## src/rtl/uart_pkg.sv

```systemverilog
// Shared UART definitions: rx state encoding, frame constants, default bit period.
// UART_RX_PARITY_EN adds the PARITY state to the rx encoding.
package uart_pkg;

    localparam int       DATA_BITS           = 8;
    localparam logic     IDLE_LEVEL          = 1'b1;
    localparam int       DEFAULT_CLK_PER_BIT = 16;

    typedef enum logic [2:0] {
        ST_IDLE      = 3'd0,
        ST_START     = 3'd1,
        ST_DATA      = 3'd2,
        ST_STOP      = 3'd3,
        ST_WAIT_HIGH = 3'd4
`ifdef UART_RX_PARITY_EN
        ,
        ST_PARITY    = 3'd5
`endif
    } rx_state_e;

endpackage

```

## src/rtl/uart_bit_timer.sv

```systemverilog
// Loadable bit-period down-counter: half-period load on request, full-period
// reload whenever it reaches zero while running. Shared with the transmitter.
module uart_bit_timer #(
    parameter int CLK_PER_BIT = 16
) (
    input  logic clk,
    input  logic rst_n,
    input  logic load_half_i,
    input  logic run_i,
    output logic zero_o
);

    localparam int              CNT_W   = $clog2(CLK_PER_BIT);
    localparam logic [CNT_W-1:0] HALF_M1 = CNT_W'(CLK_PER_BIT / 2 - 1);
    localparam logic [CNT_W-1:0] FULL_M1 = CNT_W'(CLK_PER_BIT - 1);

    logic [CNT_W-1:0] cnt_q;

    always_ff @(posedge clk or negedge rst_n) begin
        if (!rst_n) begin
            cnt_q <= '0;
        end else if (load_half_i) begin
            cnt_q <= HALF_M1;
        end else if (run_i) begin
            cnt_q <= (cnt_q == '0) ? FULL_M1 : cnt_q - 1'b1;
        end
    end

    assign zero_o = (cnt_q == '0);

endmodule

```

## src/rtl/uart_rx_frame.sv

```systemverilog
// 8N1 receive framer with mid-bit sampling and valid/ready byte delivery.
// Define UART_RX_PARITY_EN for an even-parity bit and the parity_err output.
//
// state     | meaning
// IDLE      | line idle, waiting for a low level
// START     | half a bit into the start bit, confirm it is still low
// DATA      | sampling the 8 data bits, LSB first
// PARITY    | sampling the parity bit (UART_RX_PARITY_EN only)
// STOP      | sampling the stop bit
// WAIT_HIGH | framing error seen, waiting for the line to return high
module uart_rx_frame
    import uart_pkg::*;
#(
    parameter int CLK_PER_BIT = DEFAULT_CLK_PER_BIT
) (
    input  logic                 clk,
    input  logic                 rst_n,
    input  logic                 rx_sync,
    output logic [DATA_BITS-1:0] rx_data,
    output logic                 rx_valid,
    input  logic                 rx_ready,
    output logic                 frame_err,
    output logic                 overrun
`ifdef UART_RX_PARITY_EN
    ,
    output logic                 parity_err
`endif
);

    localparam int                 IDX_W    = $clog2(DATA_BITS);
    localparam logic [IDX_W-1:0]   LAST_IDX = IDX_W'(DATA_BITS - 1);

    rx_state_e            state_q, state_d;
    logic [IDX_W-1:0]     idx_q, idx_d;
    logic [DATA_BITS-1:0] shift_q, shift_d;
    logic                 done_q, done_d;
    logic                 frame_err_q, frame_err_d;
    logic [DATA_BITS-1:0] rx_data_q;
    logic                 rx_valid_q;
    logic                 overrun_q;
    logic                 load_half;
    logic                 run;
    logic                 tick;
`ifdef UART_RX_PARITY_EN
    logic                 par_bad_q, par_bad_d;
    logic                 par_err_q, par_err_d;
`endif

    uart_bit_timer #(.CLK_PER_BIT(CLK_PER_BIT)) u_timer (
        .clk         (clk),
        .rst_n       (rst_n),
        .load_half_i (load_half),
        .run_i       (run),
        .zero_o      (tick)
    );

    always_comb begin
        state_d     = state_q;
        idx_d       = idx_q;
        shift_d     = shift_q;
        done_d      = 1'b0;
        frame_err_d = 1'b0;
        load_half   = 1'b0;
        run         = 1'b0;
`ifdef UART_RX_PARITY_EN
        par_bad_d   = par_bad_q;
        par_err_d   = 1'b0;
`endif
        case (state_q)
            ST_IDLE: begin
                if (rx_sync != IDLE_LEVEL) begin
                    state_d   = ST_START;
                    load_half = 1'b1;
                end
            end
            ST_START: begin
                run = 1'b1;
                if (tick) begin
                    if (rx_sync != IDLE_LEVEL) begin
                        state_d = ST_DATA;
                        idx_d   = '0;
                    end else begin
                        state_d = ST_IDLE;
                    end
                end
            end
            ST_DATA: begin
                run = 1'b1;
                if (tick) begin
                    shift_d = {rx_sync, shift_q[DATA_BITS-1:1]};
                    idx_d   = idx_q + 1'b1;
                    if (idx_q == LAST_IDX) begin
`ifdef UART_RX_PARITY_EN
                        state_d = ST_PARITY;
`else
                        state_d = ST_STOP;
`endif
                    end
                end
            end
`ifdef UART_RX_PARITY_EN
            ST_PARITY: begin
                run = 1'b1;
                if (tick) begin
                    par_bad_d = ^{shift_q, rx_sync};
                    state_d   = ST_STOP;
                end
            end
`endif
            ST_STOP: begin
                run = 1'b1;
                if (tick) begin
`ifdef UART_RX_PARITY_EN
                    par_err_d = par_bad_q;
`endif
                    if (rx_sync == IDLE_LEVEL) begin
                        done_d  = 1'b1;
                        state_d = ST_IDLE;
                    end else begin
                        frame_err_d = 1'b1;
                        state_d     = ST_WAIT_HIGH;
                    end
                end
            end
            ST_WAIT_HIGH: begin
                // a held-low break must not look like a fresh start bit
                if (rx_sync == IDLE_LEVEL) begin
                    state_d = ST_IDLE;
                end
            end
            default: state_d = ST_IDLE;
        endcase
    end

    always_ff @(posedge clk or negedge rst_n) begin
        if (!rst_n) begin
            state_q     <= ST_IDLE;
            idx_q       <= '0;
            shift_q     <= '0;
            done_q      <= 1'b0;
            frame_err_q <= 1'b0;
`ifdef UART_RX_PARITY_EN
            par_bad_q   <= 1'b0;
            par_err_q   <= 1'b0;
`endif
        end else begin
            state_q     <= state_d;
            idx_q       <= idx_d;
            shift_q     <= shift_d;
            done_q      <= done_d;
            frame_err_q <= frame_err_d;
`ifdef UART_RX_PARITY_EN
            par_bad_q   <= par_bad_d;
            par_err_q   <= par_err_d;
`endif
        end
    end

    // A completing byte wins over acceptance; overrun only if it was not taken.
    always_ff @(posedge clk or negedge rst_n) begin
        if (!rst_n) begin
            rx_data_q  <= '0;
            rx_valid_q <= 1'b0;
            overrun_q  <= 1'b0;
        end else if (done_q) begin
            rx_data_q  <= shift_q;
            rx_valid_q <= 1'b1;
            overrun_q  <= rx_valid_q && !rx_ready;
        end else begin
            overrun_q <= 1'b0;
            if (rx_valid_q && rx_ready) begin
                rx_valid_q <= 1'b0;
            end
        end
    end

    assign rx_data   = rx_data_q;
    assign rx_valid  = rx_valid_q;
    assign frame_err = frame_err_q;
    assign overrun   = overrun_q;
`ifdef UART_RX_PARITY_EN
    assign parity_err = par_err_q;
`endif

endmodule

```

## config.mk

```make
export PLATFORM = sky130hd
export DESIGN_NAME = uart_rx_frame
export DESIGN_NICKNAME = d
export VERILOG_FILES = /design/src/rtl/uart_pkg.sv /design/src/rtl/uart_bit_timer.sv /design/src/rtl/uart_rx_frame.sv
export SDC_FILE = /design/constraint.sdc
export NUM_CORES = 1
export LEC_CHECK = 0
export BUFFER_PORTS_ARGS = -buffer_cell sky130_fd_sc_hd__buf_2
export CORE_MARGIN = 2
export CORE_UTILIZATION = 35
export CTS_CLUSTER_SIZE = 12
export DETAILED_ROUTE_END_ITERATION = 8
export HOLD_SLACK_MARGIN = 0.12
export PLACE_DENSITY = 0.57
export SLEW_MARGIN = 20
export SYNTH_ARGS = -nofsm -noshare
export SYNTH_HDL_FRONTEND = slang
export SYNTH_SLANG_ARGS = --single-unit
```

## constraint.sdc

```tcl
create_clock -name clk -period 2.8 [get_ports clk]
set_input_delay 0.14 -clock clk [delete_from_list [all_inputs] [get_ports clk]]
set_output_delay 0.14 -clock clk [all_outputs]
set_load 0.005 [all_outputs]
```

* After elaboration in Yosys (flattened, before gate mapping)
Index checks and enable logic that the tools add are counted.
** Cells by class
- Add/sub/neg operators :: 2
- Eq/ne operators :: 12
- Muxes and demuxes :: 27
- Reductions and logical operators :: 12
** Operator list (number)
- $mux 3 :: 10
- $pmux 3 s5 :: 1
- $ne 2x2->1 const B :: 7
- $mux 4 :: 3
- $mux 1 :: 11
- $eq 3x2->1 const B :: 2
- $eq 3x3->1 const B :: 2
- $pmux 3 s2 :: 1
- $reduce_and 6->1 :: 1
- $reduce_bool 2->1 :: 3
- $logic_not 4->1 :: 1
- $reduce_and 4->1 :: 1
- $sub 4x1->4 const B :: 1
- $add 3x1->3 const B :: 1
- $eq 3x1->1 const B :: 1
- $logic_not 3->1 :: 1
- $reduce_or 3->1 :: 1
- $logic_and 1x1->1 :: 2
- $mux 2 :: 1
- $reduce_and 2->1 :: 1
- $logic_not 1->1 :: 1
** Storage, ports and cells
- Register bits :: 30
- Input port bits :: 4
- Output and inout port bits :: 11
- Logic and storage cells :: 62

* Depth between registers and ports, before layout
Gate-level depths: netlist of the first run.
- Depth after elaboration :: 5
- Mapped depth :: 5
- Gate-level depth less buffers :: 5

* By module
A second synthesis of the first run with hierarchy kept.
** Second synthesis, totals
- Cell total of the unflattened synthesis :: 97
- Area total of the unflattened synthesis :: 1276.2 um^2
** By module, submodules not included
- uart_rx_frame :: times used 1, cells an instance 75, area an instance 1062.3 um^2, seq. area each 650.6 um^2
- uart_bit_timer :: times used 1, cells an instance 22, area an instance 214.0 um^2, seq. area each 100.1 um^2

* Least setup slack after synthesis of the first run
Ideal clock, no wire load.
- Path kind :: register to register
- Start :: reg u_timer.cnt_q[0]
- End :: reg idx_q[0]
- Library setup time :: 127 ps
- Arrival time :: 1444 ps
- Required time :: 2673 ps
- Path slack :: 1229 ps
- Cell stages (with the launch flop) :: 6
- Buffers on the path :: 0
- Period minus slack after synthesis :: 1571 ps
- Path through :: dfrtp_1 -> inv_1 -> ha_1 -> or4b_2 -> nand2_1 -> nand3_1
** Between the ends
- Longest elaborated chain between the ends :: 3
- Elaborated cells on any way between the ends :: 4
- Classes of those cells :: 2 x eq/ne; 2 x reduce/logical
** Ends and longest elaborated chain
- start: declaration :: line uart_bit_timer.sv:17 : logic [CNT_W-1:0] cnt_q;
- start signal: assignment :: line uart_bit_timer.sv:25 : cnt_q <= (cnt_q == '0) ? FULL_M1 : cnt_q - 1'b1;
- $logic_not 4->1 (*) :: line uart_bit_timer.sv:29 : assign zero_o = (cnt_q == '0);
- $ne 2x2->1 (no source line)
- $reduce_and 4->1 (no source line) (*)
- end signal: assignment :: line uart_rx_frame.sv:148 : idx_q <= idx_d;
- end: declaration :: line uart_rx_frame.sv:34 : logic [IDX_W-1:0] idx_q, idx_d;
Mark *: on every way between the ends. The rest lies on a longest branch, timed or not.
A chain may end at the register's enable or synchronous reset.

* Worst setup path after layout of the first run
- Start :: reg u_timer.cnt_q[0]
- End :: reg shift_q[6]
** Between the ends
- Longest elaborated chain between the ends :: 2
** Ends and longest elaborated chain
- $logic_not 4->1 :: line uart_bit_timer.sv:29
- $reduce_and 2->1 (no source line)
- end signal: assignment :: line uart_rx_frame.sv:149 : shift_q <= shift_d;
- end: declaration :: line uart_rx_frame.sv:35 : logic [DATA_BITS-1:0] shift_q, shift_d;
Every way passes these cells.

==> results.py, run 1 <==
metrics = {
    "status": {
        "status": "completed",
    },
    "synth": {
        "ys_warn_count": 0,
        "synth_cell_type_count": 32,
        "synth_area_um2": 1330,
        "synthArstFlopShare_pct": 100,
        "synth_top_area_share_pct": 56.5,
        "synth.most_common_cell": "dfrtp_1",
        "synthFlopType": "dfrtp_1",
        "yosys.area.top_type": "dfrtp_1",
        "yosys-top-cells-area": "dfrtp_1, mux2_2, ha_1",
        "synth_seq_area_share_pct": 56.5,
        "ys_ff_latch": 30,
        "synth_enable_flop_cells": 0,
        "syn_nets": 113,
        "netlist_instances": 106,
        "synth_common_cells": "dfrtp_1, mux2_2, nor2_1",
        "postSynthAreaPerCell_um2": 12.5,
    },
    "setup_path": {
        "critPathSlowestCell": "nor4b_4",
        "r2r_start": "u_timer.cnt_q[0]$_DFFE_PN0P_",
        "crit_path_end_kind": "flop",
        "r2r_slack_ns": 1.09,
        "cp_cell_sequence": "inv_1 > ha_1 > nor4b_4 > nand2_4 > mux2_2",
        "path_class": "flop to flop",
        "path_depth": 5,
        "cp-start-kind": "flop",
        "slowest_delay_ns": 0.40,
        "critPathTopFamily": "simple AND/OR/NAND/NOR gates",
        "crit_buf_inv": 1,
        "crit_arrival_ns": 1.88,
        "worstRegToRegCells": 5,
        "required_ns": 2.96,
        "cp-startpoint": "u_timer.cnt_q[0]$_DFFE_PN0P_",
        "crit_fanout": 8,
    },
    "clock_tree": {
        "cts.sinks": 30,
        "cts-root-buf": "clkbuf_8",
        "clkSlewWorstSetupHoldPaths_ns": 0.06,
        "cts_tree": "done",
        "cts.path.max_buffers": 2,
        "cts-htree-levels": 2,
        "postCtsSetupRepairBufs": 0,
        "holdBufCountCts": 2,
        "cts-buffers-inserted": 5,
        "post_cts_resized": 0,
        "clock_latency_ns": 0.28,
    },
    "cells_and_area": {
        "fin_cells": 174,
        "area_growth_pct": 16.6,
        "fin_util_pct": 42.3,
        "final_cell_area_um2": 1550,
        "nets": 132,
        "insertedDiodeCount": 0,
        "drive_gt1_share_pct": 34.9,
    },
    "drt": {
        "firstDrtPassIters": 4,
        "drc": 0,
        "post_drt_wl_per_cell_um": 12.4,
        "wl_um": 2160,
        "vias": 867,
        "drt-vias-per-instance": 4.98,
        "ant_nets": 0,
        "drtIter0Drc": 60,
    },
    "floorplanning": {
        "core-area_um2": 3660,
        "die_area_um2": 4310,
        "dieWidth_um": 65.6,
        "fp-row-count": 22,
        "ios": 15,
        "initial_core_util_pct": 36.3,
        "die_height_um": 65.6,
    },
    "placed_design": {
        "hpwl_um": 1460,
        "placed_area_um2": 1430,
        "gp_congestion": 0.791,
        "place_ws_ns": 1.08,
        "io_buffers": 14,
        "placed_cells": 164,
    },
    "sta": {
        "period_needed_ns": 1.71,
        "slew_headroom_pct": 56.3,
        "setup_viol": 0,
        "fin_skew_ns": 0.00276,
        "hold_viol": 0,
        "max_freq_mhz": 583,
        "rsz0062_at_grt": "no",
        "worst_slack_ns": 1.09,
        "timing.final.crit_share_pct": 61.2,
        "worstMarginPinSlew_ns": 0.655,
        "tns_ns": 0,
        "maxSlewViolCount": 0,
    },
    "pwr": {
        "ir_worst_vdd_v": 0.000368,
        "p_int_mw": 0.886,
        "leakage_nw": 0.794,
        "clkPwrFrac_pct": 27.5,
        "power_density_nw_per_um2": 835,
        "p_sw_mw": 0.407,
        "switching_share_pct": 31.5,
        "pwr-share-seq_pct": 46.7,
        "combPwrFrac_pct": 25.8,
    },
    "min_path": {
        "holdPathStages": 3,
        "hold_path_class": "input port to flop",
        "hp-start": "rx_ready",
    },
    "grt": {
        "antenna_found_initial": 0,
        "grt-ovfl-total": 0,
        "grt_pass1_wl_um": 3950,
        "groute.usage.overall_pct": 12.4,
        "grt_max_degree": 31,
        "grt_pass1_vias": 901,
    },
    "run": {
        "cap_viol_max_count": 0,
    },
}
## tightest hold or removal path: cells and delay by family
kind	cells	cell delay [ns]
buffers and inverters	2	0.14
AOI/OAI and AO/OA	1	0.10
## cells in the final DEF, fill, tap and decap left out, drive strengths merged
master	count
a311oi	1
clkinv	1
buf	14
nor4	1
and4bb	1
a2bb2oi	4
and2b	1
ha	3
or4b	1
nand3b	1
o31a	1
clkbuf	6
inv	5
nor3b	1
clkinvlp	1
dfrtp	30
nor2b	1
dlygate4sd3	2
a211oi	1
o22a	1
o22ai	1
nand2	8
a21o	2
and3	1
nor4b	1
nor3	1
mux2	16
a21oi	3
nand3	6
o32ai	1
nor2	8
mux2i	1
## per-layer routing
metal  track usage, %  vias up  routed length [µm]
met5                0        -                   0
met2             19.9       15                1030
met4             6.25        0                  38
met3             5.65        4                  79
li1                 -      420                   -
met1             13.9      428                1010
## final timing paths
| kind | end |
|---|---|
| min in group asynchronous | shift_q[5]$_DFFE_PN0P_ |
| max in group asynchronous | shift_q[6]$_DFFE_PN0P_ |
| setup reg to reg | shift_q[6]$_DFFE_PN0P_ |
| setup / recovery | shift_q[6]$_DFFE_PN0P_ |
| hold / removal | rx_valid$_DFFE_PN0P_ |
| hold reg to reg | rx_valid$_DFFE_PN0P_ |
## final cells by class
| class | count | area, µm² |
|---|---|---|
| clock buffers | 6 | 82.6 |
| clock inverters | 2 | 12.5 |
| fillers | 351 | 2110 |
| inverters | 5 | 18.8 |
| multi-input cells | 67 | 534 |
| flip-flops and latches | 30 | 751 |
| well taps | 48 | 60.1 |
| repair buffers | 16 | 90.1 |
## per-stage QoR
step | hold WS (ns) | power, mW
after CTS | 0.130 | 1.32
after floorplan | -0.156 | 0.872
final | 0.139 | 1.29
after global routing | 0.155 | 1.40
after detailed placement | 0.215 | 0.948
after global placement | 0.209 | 0.938
## flip-flops by register name, indices dropped and copies added (netlist names)
| name | cells |
|---|---|
| rx_valid | 1 |
| idx_q | 3 |
| rx_data | 8 |
| frame_err | 1 |
| state_q | 3 |
| shift_q | 8 |
| overrun | 1 |
| done_q | 1 |
| u_timer.cnt_q | 4 |
## power groups by stage
| stage | sequential [mW] | combinational [mW] | clock [mW] |
|---|---|---|---|
| 2_1_floorplan | 0.566 | 0.307 | 0 |
| 3_3_place_gp | 0.607 | 0.331 | 0 |
| 3_5_place_dp | 0.610 | 0.338 | 0 |
| 4_1_cts | 0.604 | 0.342 | 0.374 |
| 5_1_grt | 0.615 | 0.390 | 0.393 |
| 6_report | 0.604 | 0.334 | 0.356 |
## cell families after synthesis
kind of cell	Yosys count	synth area share (%)
AO/OA/AOI/OAI	15	8.66
adder cells (fa/ha/maj)	3	2.83
buffers and inverters	9	3.29
flip-flops	30	56.5
multiplexers	17	14.3
AND/OR/NAND/NOR	32	14.4
Power figures use the tool's default switching activity.
==> run 2: changes to the inputs <==
- clock period: 2.8 -> 1.7 ns (I/O delays scaled with it)
==> results.py, run 2 (same netlist as run 1, synthesis figures left out) <==
metrics = {
    "drt": {
        "wl_um": 2450,
        "ant_nets": 0,
        "drtIter0Drc": 35,
        "drt-vias-per-instance": 4.94,
        "vias": 885,
        "post_drt_wl_per_cell_um": 13.7,
        "firstDrtPassIters": 4,
        "drc": 0,
    },
    "grt": {
        "globalRouteMet3Util_pct": 4.28,
        "grt_pass1_wl_um": 4390,
        "grt_busiest_layer": "met2",
        "grt_pass1_vias": 932,
        "globalRouteMet2Util_pct": 24.9,
        "groute.usage.overall_pct": 14.1,
        "grt-ovfl-total": 0,
        "grt_use_met1_pct": 15.3,
        "antenna_found_initial": 0,
        "grt_max_degree": 31,
    },
    "sta": {
        "max_freq_mhz": 626,
        "worstMarginPinSlew_ns": 0.671,
        "worst_slack_ns": 0.103,
        "period_needed_ns": 1.60,
        "maxSlewViolCount": 0,
        "timing.final.crit_share_pct": 94.0,
        "hold_viol": 0,
        "tns_ns": 0,
        "slew_headroom_pct": 55.3,
        "setup_viol": 0,
        "fin_skew_ns": 0.00364,
        "rsz0062_at_grt": "no",
    },
    "setup_path": {
        "cp-start-kind": "flop",
        "critPathTopFamily": "simple AND/OR/NAND/NOR gates",
        "critPathSlowestCell": "dfrtp_1",
        "slowest_delay_ns": 0.40,
        "required_ns": 1.86,
        "crit_fanout": 8,
        "crit_buf_inv": 1,
        "path_class": "flop to flop",
        "cp_cell_sequence": "inv_2 > ha_2 > nor4b_4 > nand2_4 > mux2_2",
        "crit_path_end_kind": "flop",
        "crit_arrival_ns": 1.76,
    },
    "clock_tree": {
        "cts.path.max_buffers": 2,
        "cts-buffers-inserted": 5,
        "clkSlewWorstSetupHoldPaths_ns": 0.06,
        "cts_tree": "done",
        "cts.sinks": 30,
        "cts-root-buf": "clkbuf_8",
        "clock_latency_ns": 0.28,
        "cts-htree-levels": 2,
    },
    "cells_and_area": {
        "final_cell_area_um2": 1590,
        "final_cell_mix": "dfrtp_1, mux2_2, buf_2, nor2_1, nand2_1",
        "n_fill_cell": 326,
        "nets": 138,
        "regArea_um2": 751,
        "fin_cells": 179,
        "area_growth_pct": 19.6,
        "multi_input_area_um2": 543,
        "drive_gt1_share_pct": 38.9,
        "final_common_cell": "dfrtp_1",
        "fin_util_pct": 43.4,
        "insertedDiodeCount": 0,
    },
    "floorplanning": {
        "initial_core_util_pct": 36.3,
        "die_height_um": 65.6,
        "ios": 15,
        "die_area_um2": 4310,
        "dieWidth_um": 65.6,
        "fp-row-count": 22,
        "core-area_um2": 3660,
    },
    "status": {
        "status": "completed",
    },
    "run": {
        "cap_viol_max_count": 0,
    },
    "placed_design": {
        "placed_area_um2": 1460,
        "gp_congestion": 0.815,
        "placed_cells": 168,
        "place_ws_ns": 0.0954,
        "io_buffers": 14,
        "hpwl_um": 1680,
    },
    "pwr": {
        "leakage_nw": 0.820,
        "ir_worst_vdd_v": 0.000496,
        "power_density_nw_per_um2": 1350,
    },
    "min_path": {
        "hold_path_class": "input port to async pin",
    },
}
run 2: worst paths after layout:
kind                            slack (ns)                         start                      to  cells after the start
worst max register to register        0.10  u_timer.cnt_q[0]$_DFFE_PN0P_  shift_q[6]$_DFFE_PN0P_                      5
max in group asynchronous             0.89                         rst_n  state_q[2]$_DFFE_PN0P_                      2
worst min register to register        0.50          rx_valid$_DFFE_PN0P_    rx_valid$_DFFE_PN0P_                      1
min in group clk                      0.50          rx_valid$_DFFE_PN0P_    rx_valid$_DFFE_PN0P_                      1
worst max-delay path                  0.10  u_timer.cnt_q[0]$_DFFE_PN0P_  shift_q[6]$_DFFE_PN0P_                      5
worst min-delay path                  0.38                         rst_n     frame_err$_DFF_PN0_                      2
run 2: what timing repair did:
action,in CTS,in global routing
gates resized for setup,0,4
buffers inserted,0,1
hold buffers,3,0
hold endpoints to repair,35,0
setup endpoints to repair,0,13
run 2: cell type report:
cell class	instances	area share, %
clock buffers	5	4.33
clock inverters	2	0.630
inverters	5	1.18
multi-input cells	67	34.2
flip-flops and latches	30	47.2
well taps	48	3.78
repair buffers	22	8.66
run 2: through the flow:
step | power, mW | hold WS, ns
after CTS | 2.16 | 0.395
after global routing | 2.33 | 0.449
after detailed placement | 1.61 | 0.159
after global placement | 1.58 | 0.151
final | 2.15 | 0.379
after floorplan | 1.44 | -0.211
run 2: worst register-to-register path: stages, from the launching register on:
cell     delay, ns
dfrtp_1       0.40
inv_2         0.08
ha_2          0.19
nor4b_4       0.34
nand2_4       0.16
mux2_2        0.31
run 2: per-layer routing:
metal	wire [µm]	vias to the layer above
met2	1290	16
met5	0	-
met1	1020	437
li1	-	427
met3	102	5
met4	45	0
run 2: power by group:
group,switching [mW],leakage (nW),total (mW),internal [mW]
sequential,0.162,0.386,1.00,0.839
combinational,0.278,0.390,0.623,0.345
clock,0.252,0.0438,0.526,0.274
total,0.692,0.820,2.15,1.46
